`src/rtl/uart_rx_line_buffer.sv`:
```
// Line buffer behind the uart receiver: collects bytes up to a terminator and
// hands the finished line to the TX side through a first-word-fall-through read port.
module uart_rx_line_buffer #(
    parameter int         DEPTH         = 16,
    parameter logic [7:0] TERMINATOR    = 8'h0D,
    parameter bit         DROP_ON_ERROR = 1'b1,
    parameter int         LW            = $clog2(DEPTH) + 1
) (
    input  logic          CLK,
    input  logic          rst_n,
    input  logic          received,
    input  logic [7:0]    rx_byte,
    input  logic          recv_error,
    input  logic          rd_en,
    output logic [7:0]    rd_data,
    output logic          line_valid,
    output logic [LW-1:0] line_len,
    output logic          overflow
);
    localparam int PW = $clog2(DEPTH);

    typedef enum logic [1:0] {S_COLLECT, S_DISCARD, S_READY} state_t;

    state_t        r_state;
    state_t        w_next_state;
    logic [LW-1:0] r_count;
    logic [LW-1:0] r_len;
    logic [PW-1:0] r_rd_ptr;
    logic [7:0]    r_mem [DEPTH];

    logic w_err;
    logic w_term;
    logic w_full;
    logic w_last;
    logic w_wr_en;

    assign w_err   = recv_error & DROP_ON_ERROR;
    assign w_term  = received && (rx_byte == TERMINATOR);
    assign w_full  = (r_count == LW'(DEPTH));
    assign w_last  = ({1'b0, r_rd_ptr} == (r_len - LW'(1)));
    assign w_wr_en = (r_state == S_COLLECT) && received && !w_err
                     && (rx_byte != TERMINATOR) && !w_full;

    always_ff @(posedge CLK or negedge rst_n) begin
        if (!rst_n) begin
            r_state <= S_COLLECT;
        end else begin
            r_state <= w_next_state;
        end
    end

    always_comb begin
        w_next_state = r_state;
        case (r_state)
            S_COLLECT: begin
                if (w_err)
                    w_next_state = S_DISCARD;
                else if (w_term && (r_count != '0))
                    w_next_state = S_READY;
            end
            S_DISCARD: if (w_term) w_next_state = S_COLLECT;
            S_READY:   if (rd_en && w_last) w_next_state = S_COLLECT;
            default:   w_next_state = S_COLLECT;
        endcase
    end

    always_comb begin
        line_valid = (r_state == S_READY);
        line_len   = line_valid ? r_len : '0;
        rd_data    = line_valid ? r_mem[r_rd_ptr] : 8'h00;
        // A byte is lost when a line is held, or when a full line gets a non-terminator.
        overflow   = received && ((r_state == S_READY) ||
                     ((r_state == S_COLLECT) && !w_err && (rx_byte != TERMINATOR) && w_full));
    end

    always_ff @(posedge CLK or negedge rst_n) begin
        if (!rst_n) begin
            r_count  <= '0;
            r_len    <= '0;
            r_rd_ptr <= '0;
        end else begin
            if (w_wr_en)
                r_count <= r_count + LW'(1);
            else if (w_next_state != r_state)
                r_count <= '0;
            if ((r_state == S_COLLECT) && (w_next_state == S_READY))
                r_len <= r_count;
            if ((r_state == S_READY) && rd_en)
                r_rd_ptr <= w_last ? '0 : r_rd_ptr + PW'(1);
        end
    end

    // Line storage carries no reset; visibility is gated by the state.
    always_ff @(posedge CLK) begin
        if (w_wr_en)
            r_mem[r_count[PW-1:0]] <= rx_byte;
    end
endmodule

```
`config.mk`:
```
export PLATFORM = sky130hd
export DESIGN_NAME = uart_rx_line_buffer
export DESIGN_NICKNAME = d
export VERILOG_FILES = /design/src/rtl/uart_rx_line_buffer.sv
export SDC_FILE = /design/constraint.sdc
export NUM_CORES = 1
export LEC_CHECK = 0
export CAP_MARGIN = 20
export CORE_MARGIN = 5
export CORE_UTILIZATION = 55
export CTS_BUF_LIST = sky130_fd_sc_hd__clkbuf_16
export CTS_CLUSTER_DIAMETER = 150
export DETAILED_ROUTE_END_ITERATION = 10
export PLACE_DENSITY = 0.82
export REMOVE_ABC_BUFFERS = 1
export SETUP_SLACK_MARGIN = 0.15
export SYNTH_ARGS = -nofsm -noshare
export SYNTH_HDL_FRONTEND = slang
export SYNTH_SLANG_ARGS = --single-unit
export TNS_END_PERCENT = 100
```
`constraint.sdc`:
```
create_clock -name CLK -period 2.9 [get_ports CLK]
set_clock_uncertainty 0.2 [all_clocks]
set_input_delay 0.58 -clock CLK [delete_from_list [all_inputs] [get_ports CLK]]
set_output_delay 0.58 -clock CLK [all_outputs]
set_load 0.03 [all_outputs]
```
== Yosys cells after proc, flatten, opt, wreduce, memory -nomap -nowiden ==
Memories as Yosys holds them, arrays and structs flattened.
Index checks and enable logic that the tools add are counted.

* $add $sub $neg: 3
* Equal/unequal tests: 8
* Muxes and demuxes: 12
* Reduce and logical (&&, ||, !) cells: 19

{| class="wikitable"
|+ Operators with widths
! operator !! number
|-
| two-way mux 5 bit || 3
|-
| logical AND 1 bit || 13
|-
| equality test 8 x 4 -> 1 bit (second input constant) || 1
|-
| two-way mux 2 bit || 4
|-
| two-way mux 8 bit || 1
|-
| inequality test 8 x 4 -> 1 bit (second input constant) || 1
|-
| one-hot mux 2 bit (3 select lines) || 1
|-
| adder 5 x 1 -> 5 bit (second input constant) || 1
|-
| equality test 4 x 5 -> 1 bit || 1
|-
| equality test 5 bit (second input constant) || 1
|-
| nonzero test 5 bit || 1
|-
| subtractor 5 x 1 -> 5 bit (second input constant) || 1
|-
| adder 4 x 1 -> 4 bit (second input constant) || 1
|-
| equality test 2 bit (second input constant) || 2
|-
| two-way mux 4 bit || 1
|-
| equality test 2 x 1 -> 1 bit (second input constant) || 1
|-
| logical NOT 1 bit || 2
|-
| logical NOT 2 bit || 1
|-
| two-way mux 1 bit || 2
|-
| inequality test 2 bit || 1
|-
| nonzero test 2 bit || 1
|-
| logical OR 1 bit || 1
|}

* Flip-flop bits (word level): 16
* Memory bits (writable): 128
* Output and inout bits: 15
* Logic and storage cells: 47
* Memories: 1

{| class="wikitable"
|+ Memory list
! name !! words !! bits a word !! rd ports !! clocked after memory_dff !! write ports !! RTL line !! source
|-
| r_mem || 16 || 8 || 1 || 0 || 1 || 29 || <nowiki>logic [7:0] r_mem [DEPTH];</nowiki>
|}

== Depth between registers and ports, before layout ==
* Depth after elaboration: 9
* Depth in mapped cells: 7
* Gate-level depth less buffers: 7

== Worst setup path before layout ==
OpenSTA, ideal clock, no wires.

* Path type: reg2out
* From: register r_state[1]
* To: output port rd_data[6]
* Arrival time: 1.857 ns
* Required time: 2.120 ns
* Path slack: 0.263 ns
* Cell stages (with the launch flop): 5
* Path buffers: 1
* Cells stage by stage: dfrtp_1 -> nor2b_1 -> clkbuf_1 -> nand2_1 -> o22ai_1

* Word-level cells in the longest chain between the ends: 2

{| class="wikitable"
|+ Ends and longest elaborated chain
! element !! RTL line !! source
|-
| start: declaration || 24 || <nowiki>state_t r_state;</nowiki>
|-
| start signal: assignment || 48 || <nowiki>r_state <= w_next_state;</nowiki>
|-
| equality test 2 bit || 68 || <nowiki>line_valid = (r_state == S_READY);</nowiki>
|-
| via line_valid || 16 || <nowiki>output logic line_valid,</nowiki>
|-
| two-way mux 8 bit || 70 || <nowiki>rd_data = line_valid ? r_mem[r_rd_ptr] : 8'h00;</nowiki>
|-
| end: declaration || 15 || <nowiki>output logic [7:0] rd_data,</nowiki>
|}

The timed path passes the listed nets, and every way through them passes these cells.

== Final worst setup path ==
* From: register r_rd_ptr[0]
* To: output port rd_data[3]

* Word-level cells in the longest chain between the ends: 2

{| class="wikitable"
|+ Ends and longest elaborated chain
! element !! RTL line !! source
|-
| start: declaration || 28 || <nowiki>logic [PW-1:0] r_rd_ptr;</nowiki>
|-
| start signal: assignment || 89 || <nowiki>r_rd_ptr <= w_last ? '0 : r_rd_ptr + PW'(1);</nowiki>
|-
| memory read (16 x 8 bit) || n/a ||
|-
| two-way mux 8 bit || 70 ||
|}

No other way between the ends.

==> impl_metrics.ini <==
[status]
outcome = completed

[timing]
fmax_mhz = 345
max_slew.worst_pin.slew_ps = 739
rsz0062_at_grt = yes
period_needed_ps = 2890
maxSlewViolCount = 0
tns_ps = 0
setup_viol = 0
relSlewSlack_pct = 50.6
finalHoldViolCount = 0
final.period_utilization_pct = 99.8
hold_slack_ps = 407

[pwr]
p_seq_share_pct = 51.8
fin_total_pwr_w = 0.00437
power_switching_w = 0.000842
clockPowerShare_pct = 46.3
leakagePower_nw = 2.57
switching_share_pct = 19.3
power.internal_w = 0.00353
power_frac_comb_pct = 1.9
powerDensity_mw_per_mm2 = 602
peakVddDrop_v = 0.000351

[global_routing]
grt_pass1_wl_um = 20900
first_global_vias = 3472
antenna_found_initial = 0
grt_max_degree = 37
overflow = 0
grt.total_usage_pct = 22.5

[die]
fp-row-count = 38
ios = 28
initial_core_util_pct = 55.8
core-area_mm2 = 0.0108
die_w_um = 115
design.die.area_mm2 = 0.0131
die-height_um = 115

[cells_and_area]
fin_area_mm2 = 0.00727
final_cell_mix = edfxtp_1 (128), mux4_2 (32), buf_4 (31)
fill_cells = 669
drive_gt1_share_pct = 29.7
final_common_cell = edfxtp_1
ff_latch_area_mm2 = 0.00425
area_growth_pct = 20.8
nets = 408
diodes = 0
fin_cells = 541
multi_input_area_mm2 = 0.00172

[cts]
numCtsBuffers = 17
cts_hold_buf = 0
clkSlewWorstSetupHoldPaths_ps = 60
htree_levels = 4
cts.sinks = 144
clockBufferDepth = 2
cts_tree = built
cts-root-buf = clkbuf_16
clock_latency_ps = 410

[placement]
gp_congestion = 0.833
placed_area_mm2 = 0.00660
port_buffers = 27
dpl.hpwl_um = 8130
dp.cells = 507

[logic_synthesis]
synthesis.area_mm2 = 0.00602
yosys.area_share.simple_pct = 6.53
synth_warnings = 0
seq_area_frac_synth_pct = 70.5
synth_xor_xnor_area_share_pct = 1.16
dominantRegCellSynth = edfxtp_1
ys_seq_elements = 144
yosys.cell_types.count = 45
synth_mux_area_share_pct = 15.2
synthArstFlopShare_pct = 11.1
synth_compound_area_share_pct = 3.51
synth.avg_cell_area_um2 = 18.3
synth_top_family_by_area = multiplexers
synthAdderAreaFrac_pct = 1.25
synth_cells = 329
synth_edf_count = 128

[route]
drt-wirelength-per-cell_um = 25.0
drt_pass1_iterations = 5
drc_errors = 0
drt_iter0_drc = 314
drtAntennaViolNets = 0
routed_wl_um = 13500
num_vias = 3333
vias_per_cell = 6.16

[setup_path]
path_class = reg2out
cp_max_fo = 14
cp-end-kind = output pin
required_ps = 2120
arrival_ps = 2110
start_kind = flip-flop

[hold_path]
hold_class = in2async

[job]
max_cap_viol_count = 0
-- area by class of cell --
cell class / count / area share [%]
multi-input cells: 163 / 23.7
clock buffers: 17 / 5.85
clock inverters: 14 / 1.72
flip-flops and latches: 144 / 58.4
well taps: 140 / 2.41
repair buffers: 57 / 7.61
inverters: 6 / 0.310
-- power by group through the flow --
stage | combinational, W | sequential, W | clock [W]
3_5_place_dp | 0.0000787 | 0.00231 | 0
5_1_grt | 0.0000897 | 0.00226 | 0.00216
2_1_floorplan | 0.0000140 | 0.00231 | 0
4_1_cts | 0.0000804 | 0.00226 | 0.00204
3_3_place_gp | 0.0000750 | 0.00231 | 0
6_report | 0.0000818 | 0.00226 | 0.00203
-- repair_timing --
action	CTS	global route
pin swaps	0	1
cloned	1	0
gates resized for setup	22	11
endpoints found under the setup margin	14	10
setup buffers	1	1
-- cells by family after synthesis --
group                      after synthesis
adders and majority gates                6
buffers and inverters                   22
and+or+nand+nor                         71
AOI/OAI and AO/OA                       27
muxes                                   51
xor gates and xnor gates                 8
DFF                                    144
-- sequential cells by signal (all words and copies together), names as in the netlist --
signal    count
r_mem       128
r_count       5
r_len         5
r_rd_ptr      4
r_state       2
-- synth_stat cells, types with 2 or more instances --
master | count | share of area (%)
and2_1 | 5 | 0.52
o22ai_1 | 8 | 0.83
clkbuf_1 | 5 | 0.31
xor2_1 | 5 | 0.73
nand2_1 | 17 | 1.1
nand3_1 | 4 | 0.33
a21o_1 | 2 | 0.25
nor2_1 | 8 | 0.50
a21oi_1 | 3 | 0.25
xnor2_1 | 3 | 0.44
buf_2 | 6 | 0.50
edfxtp_1 | 128 | 64
nand4_1 | 2 | 0.21
inv_1 | 6 | 0.37
nand2b_1 | 2 | 0.21
o21ai_0 | 5 | 0.42
mux2i_1 | 16 | 2.7
mux2_2 | 3 | 0.56
dfrtp_1 | 16 | 6.7
nor4b_1 | 2 | 0.29
buf_1 | 2 | 0.12
nor3_1 | 7 | 0.58
ha_1 | 6 | 1.2
mux4_2 | 32 | 12
nor2b_1 | 3 | 0.31
and3_1 | 13 | 1.4
buf_6 | 2 | 0.37
-- through the flow --
step           setup slack [ps]  util, %
2_1_floorplan              -399        -
3_3_place_gp               -241     61.1
3_5_place_dp               -232     61.1
4_1_cts                   -16.7     66.9
5_1_grt                   -38.0     67.4
6_report                   5.11     67.4
-- final timing paths --
path | from | to | slack [ps] | cells after the start
max | r_rd_ptr[0] | rd_data[3] | 5 | 5
min | rst_n | r_len[1] | 410 | 1
max reg2reg | r_state[1] | r_mem[5][3] | 380 | 5
min reg2reg | r_state[1] | r_state[0] | 420 | 1
max in group asynchronous | rst_n | r_rd_ptr[0] | 1580 | 1
min in group CLK | r_state[1] | r_state[0] | 420 | 1
-- routing by layer --
metal	track usage, %	share of wire [%]	vias up
li1	-	-	1432
met1	28.4	38	1707
met2	37.3	53	167
met3	5.92	7.3	27
met4	8.87	2.3	0
met5	0	0	-
-- critical path: stages, from the launching register on --
cell and delay, ps:
dfrtp_2 420, buf_12 190, mux4_2 520, mux2i_1 240
o22ai_1 140, buf_4 190
No activity file was read; power rests on OpenSTA's default activity.
